`src/rtl/imm_materializer.sv`:
```
// Turns a 64-bit constant and a destination register into the shortest MOVZ/MOVK
// sequence. One instruction is emitted per valid/ready beat, in ascending halfword order.
module imm_materializer (
    input  logic        CLK,
    input  logic        Reset,
    input  logic        ReqValid,
    output logic        ReqReady,
    input  logic [63:0] ReqImm,
    input  logic [4:0]  ReqRd,
    output logic        InstrValid,
    input  logic        InstrReady,
    output logic [31:0] Instr,
    output logic        InstrLast,
    output logic [2:0]  InstrCount
);

    typedef enum logic {IDLE, EMIT} state_t;

    state_t      state_q, state_d;
    logic [63:0] imm_q;
    logic [4:0]  rd_q;
    logic [3:0]  nz_q, nz_in, above;
    logic [1:0]  hw_q, hw_first, hw_next;
    logic        first_q;
    logic        accept, advance, last;
    logic [15:0] imm16;
    logic [2:0]  popcnt;

    // Halfword mask and first emitted halfword of the incoming request.
    always_comb begin
        nz_in    = '0;
        hw_first = '0;
        for (int unsigned k = 0; k < 4; k++) begin
            nz_in[k] = (ReqImm[16*k +: 16] != '0);
        end
        for (int unsigned k = 4; k > 0; k--) begin
            if (nz_in[k-1]) hw_first = 2'(k - 1);
        end
    end

    // Set halfwords strictly above the current one; the lowest of these is next.
    always_comb begin
        above   = '0;
        hw_next = hw_q;
        for (int unsigned k = 0; k < 4; k++) begin
            above[k] = nz_q[k] && (k > 32'(hw_q));
        end
        for (int unsigned k = 4; k > 0; k--) begin
            if (above[k-1]) hw_next = 2'(k - 1);
        end
        last = (above == '0);
    end

    assign imm16  = imm_q[{hw_q, 4'b0000} +: 16];
    assign popcnt = {2'b00, nz_q[0]} + {2'b00, nz_q[1]} + {2'b00, nz_q[2]} + {2'b00, nz_q[3]};

    always_ff @(posedge CLK) begin
        if (Reset) state_q <= IDLE;
        else       state_q <= state_d;
    end

    always_comb begin
        state_d    = state_q;
        ReqReady   = 1'b0;
        InstrValid = 1'b0;
        Instr      = '0;
        InstrLast  = 1'b0;
        InstrCount = '0;
        accept     = 1'b0;
        advance    = 1'b0;
        case (state_q)
            IDLE: begin
                ReqReady = 1'b1;
                if (ReqValid) begin
                    accept  = 1'b1;
                    state_d = EMIT;
                end
            end
            EMIT: begin
                InstrValid = 1'b1;
                Instr      = (first_q ? 32'hD280_0000 : 32'hF280_0000)
                           | {9'b0, hw_q, imm16, rd_q};
                InstrLast  = last;
                InstrCount = (popcnt == '0) ? 3'd1 : popcnt;
                if (InstrReady) begin
                    advance = 1'b1;
                    if (last) state_d = IDLE;
                end
            end
            default: state_d = IDLE;
        endcase
    end

    always_ff @(posedge CLK) begin
        if (Reset) begin
            imm_q   <= '0;
            rd_q    <= '0;
            nz_q    <= '0;
            hw_q    <= '0;
            first_q <= 1'b0;
        end else if (accept) begin
            imm_q   <= ReqImm;
            rd_q    <= ReqRd;
            nz_q    <= nz_in;
            hw_q    <= hw_first;
            first_q <= 1'b1;
        end else if (advance && !last) begin
            hw_q    <= hw_next;
            first_q <= 1'b0;
        end
    end

endmodule

```
`config.mk`:
```
export PLATFORM = sky130hd
export DESIGN_NAME = imm_materializer
export DESIGN_NICKNAME = d
export VERILOG_FILES = /design/src/rtl/imm_materializer.sv
export SDC_FILE = /design/constraint.sdc
export NUM_CORES = 1
export LEC_CHECK = 0
export BUFFER_PORTS_ARGS = -buffer_cell sky130_fd_sc_hd__buf_2
export CELL_PAD_IN_SITES_DETAIL_PLACEMENT = 0
export CELL_PAD_IN_SITES_GLOBAL_PLACEMENT = 2
export CORE_AREA = 5 5 115 117
export DETAILED_ROUTE_END_ITERATION = 8
export DIE_AREA = 0 0 120 122
export PLACE_DENSITY_LB_ADDON = 0.25
export SLEW_MARGIN = 5
export SYNTH_ARGS = -nofsm -noshare
export SYNTH_HDL_FRONTEND = slang
export SYNTH_SLANG_ARGS = --single-unit
```
`constraint.sdc`:
```
create_clock -name CLK -period 5.2 [get_ports CLK]
set_input_delay 0.52 -clock CLK [delete_from_list [all_inputs] [get_ports CLK]]
set_output_delay 0.52 -clock CLK [all_outputs]
set_load 0.01 [all_outputs]
```
# Word level (Yosys, flattened, before mapping)
# Index checks and enable logic that the tools add are counted.
# W data, S select, Z words.
# classes
shift	1
bitwise	2
n_lt_le_gt_ge	3
n_mux	25
reduce_logical	14
addsub	3
# ops
op	count
$reduce_bool A16 Y1	4
$shiftx A64 B7 Y16	1
$mux W32	1
$or A32 B23 Y32	1
$mux W30	1
$mux W2	9
$mux W1	11
$logic_not A3 Y1	2
$mux W3	2
$gt A2 B2 Y1 const A	2
$logic_and A1 B1 Y1	4
$reduce_bool A4 Y1	1
$add A2 B1 Y3	1
$add A3 B1 Y3	1
$add A1 B1 Y2	1
$gt A1 B2 Y1 const A	1
$pmux W1 S2	1
$reduce_and A2 Y1	1
$reduce_bool A2 Y1	1
$logic_not A1 Y1	1
$not A1 Y1	1
# word_totals
out_inout_bits	38
reg_bits	77

# Logic depth before layout (Yosys ltp)
# Gate-level depths: netlist (run 1).
# logic_depth
ltp_word	7
depth_mapped	8
depth_no_buf	8

# Least setup slack after synthesis (run 1)
# OpenSTA, ideal clock, no wires.
# synth_path
path_type	reg-to-output
start	reg nz_q[0]
end	out InstrCount[0]
slack_ns	3.044
path_buffers	0
t_arrival_ns	1.636
required_time_ns	4.680
path_stages_with_launch	9
cell_sequence	dfxtp_1 inv_1 fa_1 inv_1 ha_1 ha_1 nor2_1 nor2_1 nor2_1
# synth_between
elab_chain_len	6
# synth_lines
element	line	rtl
from (decl)	22	logic [3:0] nz_q, nz_in, above;
from (signal assigned)	104	nz_q <= nz_in;
$add A1 B1 Y2 (*)	55	assign popcnt = {2'b00, nz_q[0]} + {2'b00, nz_q[1]} + {2'b00, nz_q[2]} + {2'b00, nz_q[3]};
$add A2 B1 Y3 (*)	55	
$add A3 B1 Y3 (*)	55	
$logic_not A3 Y1	84	InstrCount = (popcnt == '0) ? 3'd1 : popcnt;
$mux W3 (*)	84	
$mux W3 (*)	71	case (state_q)
to (decl)	14	output logic [2:0] InstrCount
# Mark *: on every way between the ends. The rest lies on a longest branch, timed or not.

# Worst setup path after layout (run 1)
# layout_path
start	reg hw_q[1]
end	out Instr[5]
# layout_between
elab_chain_len	3
# layout_lines
element	line	rtl
from (decl)	23	logic [1:0] hw_q, hw_first, hw_next;
from (signal assigned)	105	hw_q <= hw_first;
from (signal assigned)	108	hw_q <= hw_next;
$shiftx A64 B7 Y16	54	assign imm16 = imm_q[{hw_q, 4'b0000} +: 16];
$or A32 B23 Y32	82	| {9'b0, hw_q, imm16, rd_q};
$mux W32	71	
to (decl)	12	output logic [31:0] Instr,
# No other way between the ends.

==> impl_metrics.yaml, run 1 <==
sta:
  finalClockSkew_ns: 0.00367
  setup_ws_ns: 2.33
  maxSlewHeadroom_pct: 23.9
  rsz0062_at_grt: "no"
  setup-violations-final: 0
  slew_violations: 0
  setup_tns_ns: 0
  worst_slew_pin_slew_ns: 1.14
  timing.final.crit_share_pct: 55.1
  post-route-min-period_ns: 2.87
  fmax_ghz: 0.349
  hold_viol: 0
setup_path:
  critPathLaunch: "hw_q[1]"
  worstReg2RegEnd: "imm_q[12]"
  required_ns: 4.68
  arrival_ns: 2.35
  worstPathMaxFanout: 23
  path_delay_family: "flip-flops"
  cp.depth: 3
  ff2ff_setup_slack_ns: 2.61
  critPathKind: "reg2out"
  crit_buf_inv: 1
  end_kind: "primary output"
  start_kind: "flop"
  critical_path.slowest_cell: "dfxtp_1"
  critPathMaxStageDelay_ns: 1.07
  crit_chain: "mux4_2 > and2_1 > buf_2"
  worstReg2RegStart: "state_q"
  ff2ff_path_depth: 5
worst_hold_path:
  min_to: "rd_q[4]"
  holdPathStages: 3
  hp-class: "in2reg"
  hold_start: "ReqRd[4]"
global_routing:
  grt_pass1_vias: 3148
  grt_pass1_wl_um: 17600
  gr-total-overflow: 0
  antenna_found_initial: 0
  grt_use_total_pct: 15.5
  grt_max_degree: 78
clock_tree:
  cts_setup_buffers: 0
  numCtsBuffers: 9
  htreeDepth: 3
  cts_tree: "built"
  clock_sinks: 77
  cts_resized: 0
  ctsHoldBuffers: 0
  cts_root_buffer: "clkbuf_16"
  worstSkewPairLatency_ns: 0.33
  cts.clk_slew.worst_paths_ns: 0.06
  cts_buffer_depth: 2
power:
  ir_drop_uv: 164
  pwr-share-comb_pct: 13.4
  swShare_pct: 24.5
  p_int_mw: 1.21
  switching_power_uw: 393
  power.total_mw: 1.61
  seq_power_share_pct: 41.2
  clock_power_share_pct: 45.4
  power_density_nw_per_um2: 357
  p_leak_nw: 1.90
layout:
  multi_input_area_um2: 1830
  diodes: 0
  synthToLayoutAreaGrowth_pct: 23.2
  drive_gt1_share_pct: 29.3
  ff_latch_area_um2: 1540
  post-route-util_pct: 36.7
  fillers: 1310
  fin_nets: 595
logic_synthesis:
  syn-cell-area_um2: 3650
  ys_seq_area_share_pct: 42.2
  synth_top_area_share_pct: 42.2
  yosysWarnings: 0
  synth_cell_types: 39
  synth_cells: 435
  yosys.area.top_type: "dfxtp_1"
  syn_area_per_cell_um2: 8.40
  ys_ff_latch: 77
  synth_area_leaders: "dfxtp_1 (42%), nand2_1 (15%), mux4_2 (9.9%)"
route:
  drc: 0
  routed_wl_um: 11300
  wl_per_cell_um: 16.8
  ant_nets: 0
  vias_per_cell: 4.86
  drtIter0Drc: 180
  routed-via-count: 3267
  drt_pass1_iterations: 4
place:
  place.gp.congestion: 0.809
  pre_cts_ws_ns: 2.46
  hpwl_um: 8200
  port_buffers: 107
floorplan:
  io_pins: 111
  fp.dieArea_um2: 14600
  die_height_um: 122
  core_area_um2: 12300
  std_cell_rows: 41
  start_util_pct: 29.8
  chipWidth_um: 120
flow_run:
  cap_violations: 0
status:
  run_status: "complete, no violations"
tightest hold or removal path: cells and delay by family:
family,cells,cell delay (ns)
buffers and inverters,1,0.09
AO/OA/AOI/OAI,1,0.05
AND/OR/NAND/NOR,1,0.04
area by class of cell:
type,instances,share of cell area [%]
clock buffers,11,5.61
well taps,150,4.17
inverters,7,0.584
flip-flops and latches,77,34.2
repair buffers,111,12.6
multi-input cells,312,40.7
clock inverters,4,2.11
cell usage after synthesis, drive strengths merged:
cell / number
a221o: 1
nor4: 15
or4: 2
inv: 7
clkbuf: 19
nand3: 1
mux4: 16
nand2: 142
nor4b: 1
nand4: 1
o21ai: 3
ha: 3
and4: 2
and2b: 1
a211oi: 8
nor2b: 1
fa: 1
nor2: 10
o21a: 1
and2: 25
buf: 22
conb: 1
a22oi: 1
dfxtp: 77
nand2b: 1
a21oi: 71
nor3: 2
flip-flops by register name, indices dropped and copies added (netlist names):
| name | count |
|---|---|
| rd_q | 5 |
| state_q | 1 |
| first_q | 1 |
| nz_q | 4 |
| hw_q | 2 |
| imm_q | 64 |
placed cells by master, fill, tap and decap left out, types with 2 or more instances in the layout:
cell,n
a211oi_1,7
a21oi_1,71
and2_1,25
buf_2,107
buf_4,4
bufinv_16,3
clkbuf_16,9
clkbuf_8,2
conb_1,3
dfxtp_1,77
ha_1,3
inv_1,6
mux4_2,16
nand2_1,141
nor2_1,10
nor4_1,13
nor4_2,2
o21ai_0,2
cell families (layout without fill, tap and decap cells):
logic type | count (synthesis) | in the layout | share of synthesized area, %
AO/OA/AOI/OAI | 85 | 85 | 12.6
multiplexers | 16 | 16 | 9.86
other | 1 | 3 | 0.103
flip-flops | 77 | 77 | 42.2
buffers and inverters | 48 | 133 | 7.94
AND/OR/NAND/NOR | 204 | 204 | 25.7
adder cells (fa/ha/maj) | 4 | 4 | 1.57
power by group through the flow:
| stage | Clock (mW) | Combinational, mW | Sequential [mW] |
|---|---|---|---|
| 5_1_grt | 0.762 | 0.244 | 0.666 |
| 3_3_place_gp | 0 | 0.218 | 0.674 |
| 3_5_place_dp | 0 | 0.219 | 0.675 |
| 4_1_cts | 0.742 | 0.220 | 0.662 |
| 2_1_floorplan | 0 | 0.160 | 0.655 |
| 6_report | 0.729 | 0.216 | 0.661 |
worst max path at each step:
| stage | endpoint | slack [ns] |
|---|---|---|
| finish | Instr[5] | 2.33 |
| global route | imm_q[9] | 2.20 |
| CTS | Instr[5] | 2.30 |
| detailed placement | imm_q[45] | 2.46 |
| global placement | imm_q[10] | 2.62 |
| floorplan | InstrCount[0] | 3.04 |
metrics by stage:
step                      std cells  hold slack, ns  area [um2]
after floorplan                 437           0.432        3660
after global placement          657           0.439        4150
after detailed placement        657           0.445        4150
after CTS                       672           0.413        4500
after global routing            672           0.433        4500
final                           672           0.424        4500
layer usage:
metal | wire length, um | vias up | global-route usage (%)
met5 | 0 | - | 0
met4 | 171 | 0 | 6.01
met3 | 643 | 10 | 2.88
met2 | 5100 | 86 | 23.3
met1 | 5390 | 1546 | 22.1
li1 | - | 1625 | -
Note: power is estimated with default switching activity, not from simulation.
==> run 2, diff against run 1 <==
--- a/config.mk
+++ b/config.mk
@@ -8,9 +8,9 @@
 export BUFFER_PORTS_ARGS = -buffer_cell sky130_fd_sc_hd__buf_2
 export CELL_PAD_IN_SITES_DETAIL_PLACEMENT = 0
 export CELL_PAD_IN_SITES_GLOBAL_PLACEMENT = 2
-export CORE_AREA = 5 5 115 117
+export CORE_AREA = 5 5 119 121
 export DETAILED_ROUTE_END_ITERATION = 8
-export DIE_AREA = 0 0 120 122
+export DIE_AREA = 0 0 124 126
 export PLACE_DENSITY_LB_ADDON = 0.25
 export SLEW_MARGIN = 5
 export SYNTH_ARGS = -nofsm -noshare
==> constraint.sdc (replaced) <==
create_clock -name CLK -period 2.8 [get_ports CLK]
set_input_delay 0.28 -clock CLK [delete_from_list [all_inputs] [get_ports CLK]]
set_output_delay 0.28 -clock CLK [all_outputs]
set_load 0.01 [all_outputs]
==> run 2 against run 1 <==
  * Register-to-register slack got worse by 1.9 ns
  * Worst setup slack got worse by 2.1 ns
  * Power increased by 71%
  * Sequential power increased by 88%
  * First-iteration DRC count decreased by 2.8%
  * Core utilization decreased by 1.9 points
  * Via count increased by 0.89%
  * Critical endpoint is now Instr[20]
  * Non-clock buffer count increased by 4
  * Die area increased by 6.7%
  * Global-route usage increased by 0.30 points
==> impl_metrics.yaml, run 2 (same netlist as run 1, synthesis figures left out) <==
sta:
  setup-violations-final: 0
  setup_tns_ns: 0
  maxSlewHeadroom_pct: 26.0
  rsz0062_at_grt: "no"
  fmax_ghz: 0.386
  timing.final.crit_share_pct: 92.6
  whs_ns: 0.185
  worst_slew_pin_slew_ns: 1.11
  slew_violations: 0
  hold_viol: 0
  post-route-min-period_ns: 2.59
  finalClockSkew_ns: 0.00491
  setup_ws_ns: 0.208
place:
  pre_cts_ws_ns: 0.502
  port_buffers: 107
  placed_cell_area_um2: 4240
  place.gp.congestion: 0.791
  dp.cells: 687
  hpwl_um: 9350
global_routing:
  grt_use_total_pct: 15.8
  grt_pass1_vias: 3322
  grt_pass1_wl_um: 18600
  grt_max_degree: 59
  antenna_found_initial: 0
  gr-total-overflow: 0
route:
  met3WireLength_um: 855
  vias_per_cell: 4.69
  top_layer: "met4"
  dr_wl_met2_um: 5490
  ant_nets: 0
  wl_per_cell_um: 17.3
  routed_wl_um: 12200
  drc: 0
  drt_pass1_iterations: 4
  routed-via-count: 3296
  drtIter0Drc: 175
  wirelength_met1_um: 5620
worst_hold_path:
  min_to: "rd_q[0]"
  holdPathStages: 3
  hold_start: "ReqRd[0]"
  hp-class: "in2reg"
clock_tree:
  cts_resized: 0
  clock_sinks: 77
  cts_tree: "built"
  ctsHoldBuffers: 0
  worstSkewPairLatency_ns: 0.34
  numCtsBuffers: 9
  cts_setup_buffers: 0
  htreeDepth: 3
  cts_buffer_depth: 2
  cts_root_buffer: "clkbuf_16"
  cts.clk_slew.worst_paths_ns: 0.06
layout:
  final_common_cell: "nand2_1"
  synthToLayoutAreaGrowth_pct: 23.7
  diodes: 0
  layout_common_cells: "nand2_1 (141), buf_2 (107), dfxtp_1 (77), a21oi_1 (71), and2_1 (25)"
  fin_area_um2: 4520
  largest_reg_flops: 64
  drive_gt1_share_pct: 29.8
  fin_nets: 599
  reg.largest.list: "imm_q x64, rd_q x5, nz_q x4"
  fin_cells: 703
  post-route-util_pct: 34.8
  largest_register: "imm_q"
power:
  p_leak_nw: 1.89
  power.total_mw: 2.74
  ir_drop_uv: 227
  power_density_nw_per_um2: 606
floorplan:
  chipWidth_um: 124
  io_pins: 111
  start_util_pct: 28.2
  fp.dieArea_um2: 15600
  std_cell_rows: 42
  die_height_um: 126
  core_area_um2: 13000
setup_path:
  worstPathMaxFanout: 19
  worstReg2RegEnd: "hw_q[0]"
  start_kind: "flop"
  ff2ff_setup_slack_ns: 0.74
  required_ns: 2.52
  worstReg2RegStart: "hw_q[0]"
  arrival_ns: 2.31
  critPathKind: "reg2out"
  ff2ff_path_depth: 5
  end_kind: "primary output"
status:
  run_status: "complete, no violations"
flow_run:
  cap_violations: 0
-- run 2: changes by cell type in the layout (fill, tap and decap cells not counted) --
cell        change
clkbuf_1        +1
bufinv_16       -3
buf_4           +2
clkinvlp_4      +1
clkinv_2        +2
buf_12          +2
-- run 2: metal layers --
| metal | vias up | track usage (%) |
|---|---|---|
| met2 | 101 | 23.6 |
| met4 | 0 | 5.03 |
| li1 | 1637 | - |
| met5 | - | 0 |
| met3 | 15 | 3.63 |
| met1 | 1543 | 22.6 |
-- run 2: cell type report --
class / instances / area, um2
clock inverters: 4 / 22.5
inverters: 7 / 26.3
multi-input cells: 312 / 1830
clock buffers: 12 / 256
flip-flops and latches: 77 / 1540
fillers: 1420 / 8460
well taps: 176 / 220
repair buffers: 115 / 621
-- run 2: critical path, cell delays in order, from the launching register on --
cell and delay (ns):
dfxtp_1 1.05, mux4_2 0.62, and2_1 0.17, buf_2 0.13
-- run 2: power breakdown --
group / switching [mW] / total (mW) / leakage (nW) / internal [mW]
clock network: 0.449 / 1.09 / 0.138 / 0.644
registers: 0.0716 / 1.24 / 0.633 / 1.17
logic: 0.225 / 0.409 / 1.12 / 0.184
-- run 2: worst max path at each step --
| stage | from | endpoint | slack [ns] | cells after the start |
|---|---|---|---|---|
| after floorplan | nz_q[0] | InstrCount[0] | 0.88 | 8 |
| after global placement | hw_q[0] | Instr[13] | 0.53 | 3 |
| after detailed placement | hw_q[0] | Instr[20] | 0.50 | 3 |
| after CTS | hw_q[0] | Instr[20] | 0.13 | 3 |
| after global routing | hw_q[0] | Instr[20] | 0.01 | 3 |
| final | hw_q[0] | Instr[20] | 0.21 | 3 |
